===== config.mk =====
export PLATFORM = sky130hd
export DESIGN_NAME = decode_stage
export DESIGN_NICKNAME = d
export VERILOG_FILES = /design/src/rtl/decode_stage.sv
export SDC_FILE = /design/constraint.sdc
export NUM_CORES = 1
export LEC_CHECK = 0
export BUFFER_PORTS_ARGS = -buffer_cell sky130_fd_sc_hd__buf_2
export CAP_MARGIN = 20
export CELL_PAD_IN_SITES_DETAIL_PLACEMENT = 0
export CELL_PAD_IN_SITES_GLOBAL_PLACEMENT = 1
export CORE_MARGIN = 5
export CORE_UTILIZATION = 32
export CTS_CLUSTER_DIAMETER = 80
export DETAILED_ROUTE_END_ITERATION = 7
export PLACE_DENSITY_LB_ADDON = 0.1
export SYNTH_ARGS = -nofsm -noshare
export SYNTH_HDL_FRONTEND = slang
export SYNTH_SLANG_ARGS = --single-unit
export TNS_END_PERCENT = 100

===== constraint.sdc =====
create_clock -name clk -period 2 [get_ports clk]
set_input_delay 0.6 -clock clk [delete_from_list [all_inputs] [get_ports clk]]
set_output_delay 0.6 -clock clk [all_outputs]
set_load 0.01 [all_outputs]

===== src/rtl/decode_stage.sv =====
// Instruction decode stage: field split, class decode, 1-entry
// output register, load-use bubble insertion and branch flush.
//
// Ports:
//   clk, reset      : clock, synchronous active-high reset
//   flush           : kills the held entry, blocks this cycle's input
//   in_valid/ready  : fetch-side handshake, instruction word
//   out_valid/ready : downstream handshake
//   opcode, read_reg1, read_reg2, write_reg, immediate,
//   is_rtype, is_load, is_store, is_branch : held decode result
//   hazard_stall    : a load-use bubble is inserted this cycle
//   stall_count     : saturating bubble counter
module decode_stage #(
  parameter int INSTR_W     = 17,
  parameter int OPC_W       = 5,
  parameter int REG_AW      = 4,
  parameter int IMM_W       = 8,
  parameter int RTYPE_LIMIT = 5,
  parameter int BEQ_OPC     = 5,
  parameter int LOAD_OPC    = 6,
  parameter int STORE_OPC   = 7,
  parameter int SIGN_EXT    = 0,
  parameter int CNT_W       = 8
) (
  input  logic               clk,
  input  logic               reset,
  input  logic               flush,
  input  logic               in_valid,
  output logic               in_ready,
  input  logic [INSTR_W-1:0] instruction,
  output logic               out_valid,
  input  logic               out_ready,
  output logic [OPC_W-1:0]   opcode,
  output logic [REG_AW-1:0]  read_reg1,
  output logic [REG_AW-1:0]  read_reg2,
  output logic [REG_AW-1:0]  write_reg,
  output logic [IMM_W-1:0]   immediate,
  output logic               is_rtype,
  output logic               is_load,
  output logic               is_store,
  output logic               is_branch,
  output logic               hazard_stall,
  output logic [CNT_W-1:0]   stall_count
);

  localparam logic [OPC_W-1:0] RLIM = OPC_W'(RTYPE_LIMIT);
  localparam logic [OPC_W-1:0] BEQ  = OPC_W'(BEQ_OPC);
  localparam logic [OPC_W-1:0] LDO  = OPC_W'(LOAD_OPC);
  localparam logic [OPC_W-1:0] STO  = OPC_W'(STORE_OPC);

  logic [OPC_W-1:0]  opc_in;
  logic [REG_AW-1:0] rs_in;
  logic [REG_AW-1:0] rt_in;
  logic [REG_AW-1:0] lo_in;
  logic signed [REG_AW-1:0] lo_s;
  logic [IMM_W-1:0]  imm_sx;
  logic              cls_a;
  logic              cls_b;

  assign opc_in = instruction[INSTR_W-1 -: OPC_W];
  assign rs_in  = instruction[3*REG_AW-1 : 2*REG_AW];
  assign rt_in  = instruction[2*REG_AW-1 : REG_AW];
  assign lo_in  = instruction[REG_AW-1:0];
  assign lo_s   = lo_in;
  assign imm_sx = IMM_W'(lo_s);
  assign cls_a  = opc_in < RLIM;
  assign cls_b  = opc_in[OPC_W-1] & ~cls_a;

  logic [REG_AW-1:0] dec_wr;
  logic [IMM_W-1:0]  dec_imm;
  logic              dec_rtype;
  logic              dec_load;
  logic              dec_store;
  logic              dec_branch;

  always_comb begin
    dec_wr     = lo_in;
    dec_imm    = '0;
    dec_rtype  = 1'b0;
    dec_load   = 1'b0;
    dec_store  = 1'b0;
    dec_branch = 1'b0;
    unique case (1'b1)
      cls_a: dec_rtype = 1'b1;
      cls_b: dec_imm   = IMM_W'(rs_in);
      default: begin
        dec_wr     = rs_in;
        dec_imm    = (SIGN_EXT != 0) ? imm_sx
                                     : IMM_W'(lo_in);
        dec_load   = opc_in == LDO;
        dec_store  = opc_in == STO;
        dec_branch = opc_in == BEQ;
        if (opc_in == BEQ) dec_wr = '0;
      end
    endcase
  end

  logic              out_valid_q, out_valid_d;
  logic [OPC_W-1:0]  opcode_q, opcode_d;
  logic [REG_AW-1:0] read_reg1_q, read_reg1_d;
  logic [REG_AW-1:0] read_reg2_q, read_reg2_d;
  logic [REG_AW-1:0] write_reg_q, write_reg_d;
  logic [IMM_W-1:0]  immediate_q, immediate_d;
  logic              is_rtype_q, is_rtype_d;
  logic              is_load_q, is_load_d;
  logic              is_store_q, is_store_d;
  logic              is_branch_q, is_branch_d;
  logic [CNT_W-1:0]  stall_count_q, stall_count_d;

  logic hazard;
  logic accept;

  // rt is only a source operand for R-type instructions
  assign hazard = out_valid_q & is_load_q & in_valid &
                  ((write_reg_q == rs_in) |
                   (cls_a & (write_reg_q == rt_in)));

  assign in_ready = ~reset & ~flush & ~hazard &
                    (~out_valid_q | out_ready);
  assign accept       = in_valid & in_ready;
  assign hazard_stall = hazard & out_ready;

  always_comb begin
    out_valid_d   = out_valid_q;
    opcode_d      = opcode_q;
    read_reg1_d   = read_reg1_q;
    read_reg2_d   = read_reg2_q;
    write_reg_d   = write_reg_q;
    immediate_d   = immediate_q;
    is_rtype_d    = is_rtype_q;
    is_load_d     = is_load_q;
    is_store_d    = is_store_q;
    is_branch_d   = is_branch_q;
    stall_count_d = stall_count_q;
    if (flush) begin
      out_valid_d = 1'b0;
    end else if (accept) begin
      out_valid_d = 1'b1;
      opcode_d    = opc_in;
      read_reg1_d = rs_in;
      read_reg2_d = rt_in;
      write_reg_d = dec_wr;
      immediate_d = dec_imm;
      is_rtype_d  = dec_rtype;
      is_load_d   = dec_load;
      is_store_d  = dec_store;
      is_branch_d = dec_branch;
    end else if (out_ready) begin
      // plain consume, or the load retiring ahead of a bubble
      out_valid_d = 1'b0;
    end
    if (~flush & hazard_stall & ~(&stall_count_q))
      stall_count_d = stall_count_q + 1'b1;
  end

  always_ff @(posedge clk) begin
    if (reset) begin
      out_valid_q   <= 1'b0;
      opcode_q      <= '0;
      read_reg1_q   <= '0;
      read_reg2_q   <= '0;
      write_reg_q   <= '0;
      immediate_q   <= '0;
      is_rtype_q    <= 1'b0;
      is_load_q     <= 1'b0;
      is_store_q    <= 1'b0;
      is_branch_q   <= 1'b0;
      stall_count_q <= '0;
    end else begin
      out_valid_q   <= out_valid_d;
      opcode_q      <= opcode_d;
      read_reg1_q   <= read_reg1_d;
      read_reg2_q   <= read_reg2_d;
      write_reg_q   <= write_reg_d;
      immediate_q   <= immediate_d;
      is_rtype_q    <= is_rtype_d;
      is_load_q     <= is_load_d;
      is_store_q    <= is_store_d;
      is_branch_q   <= is_branch_d;
      stall_count_q <= stall_count_d;
    end
  end

  assign out_valid   = out_valid_q;
  assign opcode      = opcode_q;
  assign read_reg1   = read_reg1_q;
  assign read_reg2   = read_reg2_q;
  assign write_reg   = write_reg_q;
  assign immediate   = immediate_q;
  assign is_rtype    = is_rtype_q;
  assign is_load     = is_load_q;
  assign is_store    = is_store_q;
  assign is_branch   = is_branch_q;
  assign stall_count = stall_count_q;

endmodule

Word level (Yosys, flattened, before mapping)
Index checks and enable logic that the tools add are counted.
{"block": "word_totals", "ff_bits": 38, "in_bits": 22, "output_inout_bits": 40}
{"block": "op_classes", "addsub": 1, "magnitude_cmp": 1, "n_eq_ne": 5, "mux": 9, "bitwise_logic": 20, "reduce_logical": 5}
{"operator": "5-bit by 3-bit == test with 1-bit output, second input constant", "n": 3}
{"operator": "1-bit bitwise AND", "n": 12}
{"operator": "8-bit by 1-bit adder with 8-bit output, second input constant", "n": 1}
{"operator": "4-bit == test", "n": 2}
{"operator": "4-bit two-way mux", "n": 2}
{"operator": "4-bit one-hot mux with 2 select lines", "n": 1}
{"operator": "8-bit AND reduction", "n": 1}
{"operator": "1-bit two-way mux", "n": 6}
{"operator": "1-bit NOT", "n": 6}
{"operator": "5-bit by 3-bit less-than comparator with 1-bit output, second input constant", "n": 1}
{"operator": "2-bit OR reduction", "n": 2}
{"operator": "1-bit OR", "n": 2}
{"operator": "2-bit AND reduction", "n": 1}
{"operator": "2-bit nonzero test", "n": 1}

Longest topological paths before layout
Gate-level depths: netlist of the first run.
{"block": "logic_depth", "ltp_word": 9, "depth_mapped": 8}

Least setup slack after synthesis of the first run
Ideal clock, no wire load.
{"block": "synth_timing", "path_kind": "input port to output port", "from": "input instruction[16]", "to": "output in_ready", "t_arrival_ps": 1516, "setup_slack_ps": -116, "path_stages": 7, "path_buffers": 2, "cell_sequence": "buf_6 nor2_4 nand2_1 o21ai_4 nand2_4 buf_2 and2_1"}
{"block": "synth_between", "elab_chain_len": 7}
{"element": "start: declaration", "line": "30", "text": "input logic [INSTR_W-1:0] instruction,"}
{"element": "5-bit by 3-bit less-than comparator with 1-bit output", "line": "66", "text": "assign cls_a = opc_in < RLIM;"}
{"element": "1-bit bitwise AND", "line": "116", "text": "(cls_a & (write_reg_q == rt_in)));"}
{"element": "1-bit OR", "line": "115", "text": "((write_reg_q == rs_in) |"}
{"element": "1-bit bitwise AND", "line": "114", "text": "assign hazard = out_valid_q & is_load_q & in_valid &"}
{"element": "1-bit NOT", "line": "118", "text": "assign in_ready = ~reset & ~flush & ~hazard &"}
{"element": "1-bit bitwise AND (2 in a row)", "line": "118"}
{"element": "end: declaration", "line": "29", "text": "output logic in_ready,"}
No other way between the ends.

Final worst setup path of the first run
{"block": "layout_timing", "from": "input instruction[5]", "to": "output hazard_stall"}
{"block": "layout_between", "elab_chain_len": 5}
{"element": "4-bit == test", "line": "116"}
{"element": "1-bit bitwise AND", "line": "116"}
{"element": "1-bit OR", "line": "115"}
{"element": "1-bit bitwise AND", "line": "114"}
{"element": "1-bit bitwise AND", "line": "121", "text": "assign hazard_stall = hazard & out_ready;"}
{"element": "end: declaration", "line": "42", "text": "output logic hazard_stall,"}
No other way between the ends.

==> results.tsv, run 1 <==
metric	value	unit
status	complete, but fails checks	
failing checks	setup timing	
die span in y	81.6	um
CTS Buf Count	5	
largest family of logic cells by synthesized area	simple AND/OR/NAND/NOR gates	
Synth cell types	38	
M1 WL	1860	um
largest net degree at the start of global routing	36	
port buffer count	57	
clk_lat worst skew	280	ps
synth-to-layout area growth	39.1	%
H-tree lvl count	2	
FMAX	0.473	GHz
dpl hpwl	3340	um
initial antenna violation count	0	
#FFs+latches synth	34	
adder-cell share of the synthesized area	0.763	%
crit path launch	instruction[5]	
Top FF cell, synth	dfxtp_1	
initial core utilization	32.5	%
post-synthesis mux area share	8.54	%
Via density	4.74	
RSZ-0062 raised after global routing	yes	
Die Wd	81.6	um
total wire length	4240	um
synthesized area per cell	9.16	um2
clock sink count	34	
Final Critical Period	2120	ps
r2r setup slk	190	ps
DRT antenna net count	0	
Finish-stage setup viols	2	
met2 wire len	2040	um
met3 WL	275	um
Final Hold Viols	0	
Critical Path RT	1400	ps
most frequent cell after synthesis	dfxtp_1	
Final nets	276	
Worst Setup End Kind	output pin	
GR Util All Layers	13.7	%
Max Buffers Root-to-Sink	2	
CTS Hold Bufs	0	
Avg WL per Cell	13.1	um
ratio of cells with drive above 1 in the final layout	41.3	%
share of the synthesized area in the top cell type	41.5	%
number of flops mapped to enable cells by yosys	0	
Post-synth top cells	dfxtp_1 (34), nor2_1 (23), mux2i_1 (14)	
top cells by area, synth	dfxtp_1 (41%), mux2i_1 (8.5%), nor2_1 (5.3%)	
final clock period utilization by the worst path	106	%
Max Used Layer	met4	
Ports	62	
worst-case reg-to-reg path depth	7	
WS Path Type	in -> out	
vias in the first global route	1528	
max capacitance violation total	0	
first-pass iteration count of the detailed router	4	
Hold Crit Class	reg -> reg	
Setup crit start kind	input port	
Largest register FFs	8	
sequential-to-total area share from yosys stat	41.5	%
global-route wire length before repair	7120	um
die area	6660	um2
Final GP Congestion	0.777	
num rows	26	
Synth Area in Compound Gates	17.0	%
Core Footprint	5040	um2
CP Data Arrival Time	1520	ps
worst setup margin	-115	ps
Yosys top cell by area	dfxtp_1	
total power	1.45	mW
fin. max-slew vios	0	
Yosys warning count	0	
Synth Area in XOR/XNOR	4.27	%
Mapped Cells	179	
DRC viols	0	
Layout Skew	5.39	ps
Crit Reg-Reg Endpoint	stall_count[7]	
reg2reg start	write_reg[1]	
WHS	474	ps
initial drt markers	32	
Pleak	1.01	nW
vias	1537	
CTS tree	yes	
Final Non-Filler Cells	324	
fraction of registers with async set/reset	0	%
diodes inserted	0	
register clock-pin slew on the reported worst setup and hold paths	70	ps
Pwr per Cell Area	635	nW/um2
placed cells	315	
Max rail drop VDD	0.000268	V
simple-gate area share of the yosys netlist	22.0	%
worst-path maximum fanout	3	
gr ovfl total	0	
CTS root buf	clkbuf_8	
Mapped Area	1640	um2
Critical Path End	hazard_stall	
## timing repair
action                     CTS  global route
gates resized for setup     14             2
cloned                       0             0
pin swaps                    5             0
setup endpoints to repair    2             2
buffers inserted             1             0
## critical path, cell delays in order
cell and delay (ps):
buf_8 100, xnor2_2 130, nand4_1 160, o21ai_4 200, and3_4 220, buf_6 100
## worst min-delay path by stage
stage,start,end,slack [ps],cells past startpoint
after global routing,is_store,is_store,520,2
after global placement,is_store,is_store,460,2
after floorplan,is_store,is_store,490,2
after CTS,is_store,is_store,480,2
final,is_store,is_store,470,2
after detailed placement,is_store,is_store,460,2
## metal layers
layer / GRT usage, % / vias up
li1: - / 785
met1: 16.7 / 711
met2: 22.3 / 35
met3: 4.82 / 6
met4: 4.98 / 0
met5: 0 / -
## power breakdown
part | switching [mW] | internal, mW | total (mW)
Clock | 0.240 | 0.278 | 0.518
Combinational | 0.110 | 0.111 | 0.220
Sequential | 0.0136 | 0.697 | 0.710
Total | 0.363 | 1.08 | 1.45
## per-stage QoR
stage / TNS, ps / worst slack (ps) / utilization [%] / instance area [um2]
after global placement: -932 / -197 / 42.2 / 2130
after detailed placement: -1170 / -224 / 42.2 / 2130
after CTS: -223 / -115 / 45.0 / 2270
after floorplan: -43.8 / -43.8 / - / 1690
final: -221 / -115 / 45.2 / 2280
after global routing: -311 / -156 / 45.2 / 2280
## final cells by class
class	count	area (um2)
fillers	516	2760
repair buffers	77	483
clock inverters	1	5.00
inverters	2	7.51
well taps	70	87.6
multi-input cells	133	926
flip-flops and latches	34	686
clock buffers	7	86.3
## cell usage in the layout, fill, tap and decap left out, types with 2 or more instances in the layout
cell      instances
nand2_1           5
inv_1             2
xnor2_1           4
and3_1            6
buf_4            20
clkbuf_8          6
buf_6             2
mux2i_1          14
o21ai_0           7
a211oi_1          9
xnor2_2           4
buf_8             2
o31ai_1           2
or4_1             2
a22oi_1           4
nand4_1           4
nand3_1           5
a21oi_1          13
dfxtp_2           4
or3_1             5
buf_2            52
o21ai_4           2
dfxtp_1          30
conb_1            4
nand2b_1          3
nor2_1           23
## cells by family (layout without fill, tap and decap cells)
logic type,after synthesis,count (layout)
adders and majority gates,1,1
DFF,34,34
other,1,4
AOI/OAI and AO/OA,40,40
buffers and inverters,15,87
xor gates and xnor gates,8,8
and+or+nand+nor,66,66
muxes,14,14
Note: power is estimated with default switching activity, not from simulation.
==> run 2, diff against run 1 <==
--- a/config.mk
+++ b/config.mk
@@ -10,10 +10,11 @@
 export CELL_PAD_IN_SITES_DETAIL_PLACEMENT = 0
 export CELL_PAD_IN_SITES_GLOBAL_PLACEMENT = 1
 export CORE_MARGIN = 5
-export CORE_UTILIZATION = 32
+export CORE_UTILIZATION = 36
 export CTS_CLUSTER_DIAMETER = 80
 export DETAILED_ROUTE_END_ITERATION = 7
 export PLACE_DENSITY_LB_ADDON = 0.1
+export SETUP_SLACK_MARGIN = 0.15
 export SYNTH_ARGS = -nofsm -noshare
 export SYNTH_HDL_FRONTEND = slang
 export SYNTH_SLANG_ARGS = --single-unit
==> constraint.sdc (replaced) <==
create_clock -name clk -period 2.5 [get_ports clk]
set_input_delay 0.75 -clock clk [delete_from_list [all_inputs] [get_ports clk]]
set_output_delay 0.75 -clock clk [all_outputs]
set_load 0.01 [all_outputs]
==> results.tsv, run 2 (same netlist as run 1, synthesis figures left out) <==
metric	value	unit
Max rail drop VDD	0.000267	V
die area	6010	um2
most common cell after layout, fill and taps aside	buf_2	
RSZ-0062 raised after global routing	yes	
Final Critical Period	2450	ps
DRC viols	0	
Critical Path RT	1750	ps
first-pass iteration count of the detailed router	4	
Largest register FFs	8	
Via density	5.09	
final clock period utilization by the worst path	98.1	%
status	finished, final reports clean	
total of fill cells in the finished design	443	
port buffer count	57	
Core Util, Final	49.8	%
Core Footprint	4380	um2
H-tree lvl count	2	
initial drt markers	44	
Finished Cell Area	2180	um2
CTS Buf Count	5	
CTS tree	yes	
initial antenna violation count	0	
clk_lat worst skew	280	ps
DRT antenna net count	0	
Pleak	0.966	nW
vias in the first global route	1648	
global-route wire length before repair	7720	um
most frequent cells in the layout	buf_2 (53), dfxtp_1 (34), nor2_1 (23)	
max capacitance violation total	0	
diodes inserted	0	
ratio of cells with drive above 1 in the final layout	37.0	%
Finish-stage setup viols	0	
synth-to-layout area growth	33.0	%
Max Buffers Root-to-Sink	2	
Avg WL per Cell	14.8	um
WHS	479	ps
Worst Setup End Kind	output pin	
CTS root buf	clkbuf_8	
Setup crit start kind	input port	
Final Hold Viols	0	
Ports	62	
dpl cell area	2060	um2
Final GP Congestion	0.805	
Layout Skew	4.05	ps
fin. max-slew vios	0	
WS Path Type	in -> out	
CTS Hold Bufs	0	
num rows	24	
clock sink count	34	
Pwr per Cell Area	509	nW/um2
Hold Crit Class	reg -> reg	
Final nets	269	
initial core utilization	37.4	%
FMAX	0.408	GHz
worst-path maximum fanout	3	
GR Util All Layers	15.7	%
dpl hpwl	3380	um
FF+latch area	681	um2
largest net degree at the start of global routing	36	
register clock-pin slew on the reported worst setup and hold paths	70	ps
Multi-input gate area	916	um2
vias	1517	
CP Data Arrival Time	1700	ps
total wire length	4400	um
Die Wd	77.5	um
gr ovfl total	0	
die span in y	77.5	um
-- run 2: worst paths after layout --
| check | startpoint | endpoint | slack (ps) | depth (start not counted) |
|---|---|---|---|---|
| max | instruction[6] | hazard_stall | 50 | 6 |
| max reg2reg | stall_count[0] | stall_count[7] | 440 | 6 |
| min | is_rtype | is_rtype | 480 | 2 |
| min reg2reg | is_rtype | is_rtype | 480 | 2 |
-- run 2: cell type report --
class,count,share of cell area [%]
timing repair buffer,70,20.0
clock buffer,7,3.50
multi-input combinational,133,42.0
inverter,2,0.344
sequential,34,31.2
tap,52,2.98
-- run 2: critical path, cell delays in order --
cell and delay, ps:
buf_2 120, xnor2_2 110, nand4_1 180, o21ai_4 220, and3_4 220, buf_6 100
-- run 2: metrics by stage --
step / total power [mW] / instances / setup WS, ps / TNS [ps]
after floorplan: 0.677 / 182 / 154 / 0
after CTS: 1.13 / 298 / 40.4 / 0
after global placement: 0.742 / 290 / 2.39 / 0
after global routing: 1.17 / 298 / -9.40 / -12.2
after detailed placement: 0.745 / 290 / -41.7 / -45.0
final: 1.11 / 298 / 46.8 / 0
-- run 2: metal layers --
layer | vias to the layer above | track usage [%] | wire [um]
met5 | - | 0 | 0
met4 | 0 | 5.84 | 53
met3 | 6 | 5.09 | 262
met2 | 47 | 24.1 | 1990
met1 | 696 | 20.4 | 2100
li1 | 768 | - | -
-- run 2: what timing repair did --
item / CTS / global route
buffers inserted: 1 / 0
endpoints found under the setup margin: 2 / 2
cloned: 0 / 0
resized for setup: 6 / 2
pin swaps: 5 / 0
-- run 2: report_power, final --
group / switching (mW) / internal [mW] / leakage (nW) / total (mW)
clock: 0.183 / 0.192 / 0.0383 / 0.374
combinational: 0.0853 / 0.0809 / 0.652 / 0.166
sequential: 0.0125 / 0.557 / 0.276 / 0.569
==> run 3, diff against run 2 <==
--- a/config.mk
+++ b/config.mk
@@ -9,10 +9,12 @@
 export CAP_MARGIN = 20
 export CELL_PAD_IN_SITES_DETAIL_PLACEMENT = 0
 export CELL_PAD_IN_SITES_GLOBAL_PLACEMENT = 1
+export CORE_ASPECT_RATIO = 1.2
 export CORE_MARGIN = 5
 export CORE_UTILIZATION = 36
 export CTS_CLUSTER_DIAMETER = 80
 export DETAILED_ROUTE_END_ITERATION = 7
+export GPL_TIMING_DRIVEN = 1
 export PLACE_DENSITY_LB_ADDON = 0.1
 export SETUP_SLACK_MARGIN = 0.15
 export SYNTH_ARGS = -nofsm -noshare
==> results.tsv, run 3 (same netlist as run 1, synthesis figures left out) <==
metric	value	unit
CTS Buf Count	5	
final clock period utilization by the worst path	98.5	%
total wire length	4280	um
Internal	936	uW
vias	1550	
Net Sw Frac	23.3	%
max capacitance violation total	0	
die area	6010	um2
Setup crit start kind	input port	
die span in y	83.9	um
CP Data Arrival Time	1710	ps
Worst Setup End Kind	output pin	
Finish-stage setup viols	0	
CP max stage cell	o21ai_4	
DRC viols	0	
ratio of cells with drive above 1 in the final layout	38.1	%
Pleak	0.982	nW
Core Footprint	4490	um2
cell breakdown of the critical path	buf_8, xnor2_2, nand4_1, o21ai_4, and3_4, buf_6	
total of fill cells in the finished design	449	
dpl cell area	2060	um2
sequential power share	46.6	%
clk_lat worst skew	280	ps
FMAX	0.406	GHz
Via density	5.08	
max incr delay on CP	240	ps
Final nets	269	
DRT antenna net count	0	
num rows	27	
GR Util All Layers	14.6	%
Critical Path RT	1750	ps
initial core utilization	36.5	%
diodes inserted	0	
CTS root buf	clkbuf_8	
first-pass iteration count of the detailed router	4	
Die Wd	71.6	um
Pwr per Cell Area	546	nW/um2
H-tree lvl count	2	
WS Path Type	in -> out	
Final GP Congestion	0.745	
global-route wire length before repair	7120	um
initial antenna violation count	0	
clock share of power	39.8	%
status	finished, final reports clean	
synth-to-layout area growth	36.3	%
Hold Crit Class	reg -> reg	
port buffer count	57	
Final Critical Period	2460	ps
register clock-pin slew on the reported worst setup and hold paths	60	ps
gr ovfl total	0	
Avg WL per Cell	14.0	um
CTS Hold Bufs	0	
dpl hpwl	3330	um
Worst path top cell family by delay	simple AND/OR/NAND/NOR gates	
largest net degree at the start of global routing	36	
fin. max-slew vios	0	
most common cell after layout, fill and taps aside	buf_2	
Max Buffers Root-to-Sink	2	
RSZ-0062 raised after global routing	yes	
Layout Skew	6.03	ps
worst-path maximum fanout	3	
vias in the first global route	1601	
clock sink count	34	
Final Hold Viols	0	
setup_tns	0	ps
Ports	62	
initial drt markers	48	
most frequent cells in the layout	buf_2 (52), dfxtp_1 (34), nor2_1 (23)	
Bufs and invs on worst path	2	
Finished Cell Area	2240	um2
CTS tree	yes	
Max rail drop VDD	0.000339	V
Largest register FFs	8	
combinational power share	13.6	%
Psw	285	uW
## run 3: worst register-to-register path: stages (launching register included)
cell and delay, ps:
dfxtp_1 460, xnor2_2 140, nand4_1 160, o21ai_4 240, nand2_4 70, buf_4 140, buf_4 120, buf_6 140
or4_1 530, a21oi_2 150
## run 3: power by group through the flow
stage,logic (mW),clock network (mW),registers (mW)
5_1_grt,0.184,0.526,0.570
3_5_place_dp,0.162,0,0.581
4_1_cts,0.166,0.508,0.568
3_3_place_gp,0.162,0,0.580
6_report,0.166,0.485,0.568
2_1_floorplan,0.0908,0,0.586
## run 3: layout make-up
cell class / instances / area (um2) / share of cell area, %
clock inverters: 1 / 30.0 / 1.34
multi-input cells: 133 / 922 / 41.2
inverters: 2 / 7.51 / 0.336
well taps: 58 / 72.6 / 3.25
flip-flops and latches: 34 / 681 / 30.4
clock buffers: 7 / 76.3 / 3.41
repair buffers: 70 / 447 / 20.0
## run 3: repair_timing
action / CTS / global route
hold endpoints to repair: 0 / 0
buffers inserted: 1 / 1
gates resized for setup: 6 / 7
cloned: 0 / 0
setup endpoints to repair: 2 / 2
pin swaps: 6 / 1
## run 3: metrics by stage
stage          worst slack, ps  utilization (%)  hold WS, ps  total power, mW  instances
6_report                  37.2             49.8          472             1.22        305
5_1_grt                  -14.7             49.8          514             1.28        305
4_1_cts                   21.4             49.1          483             1.24        304
3_5_place_dp             -41.5             45.9          469            0.743        295
3_3_place_gp             -4.00             45.9          458            0.742        295
2_1_floorplan              154                -          494            0.677        182
## run 3: worst paths after layout
| kind | start | end | slack [ps] | cells past startpoint |
|---|---|---|---|---|
| max reg2reg | write_reg[2] | stall_count[5] | 300 | 9 |
| min reg2reg | is_store | is_store | 470 | 2 |
| max | instruction[7] | hazard_stall | 40 | 6 |
| min | is_store | is_store | 470 | 2 |
## run 3: per-layer routing
metal  vias up  track usage [%]  wire length [um]
met5         -                0                 0
met4         0             4.62                75
met3         8             4.58               259
met2        43             26.2              2250
met1       734             16.1              1690
li1        765                -                 -
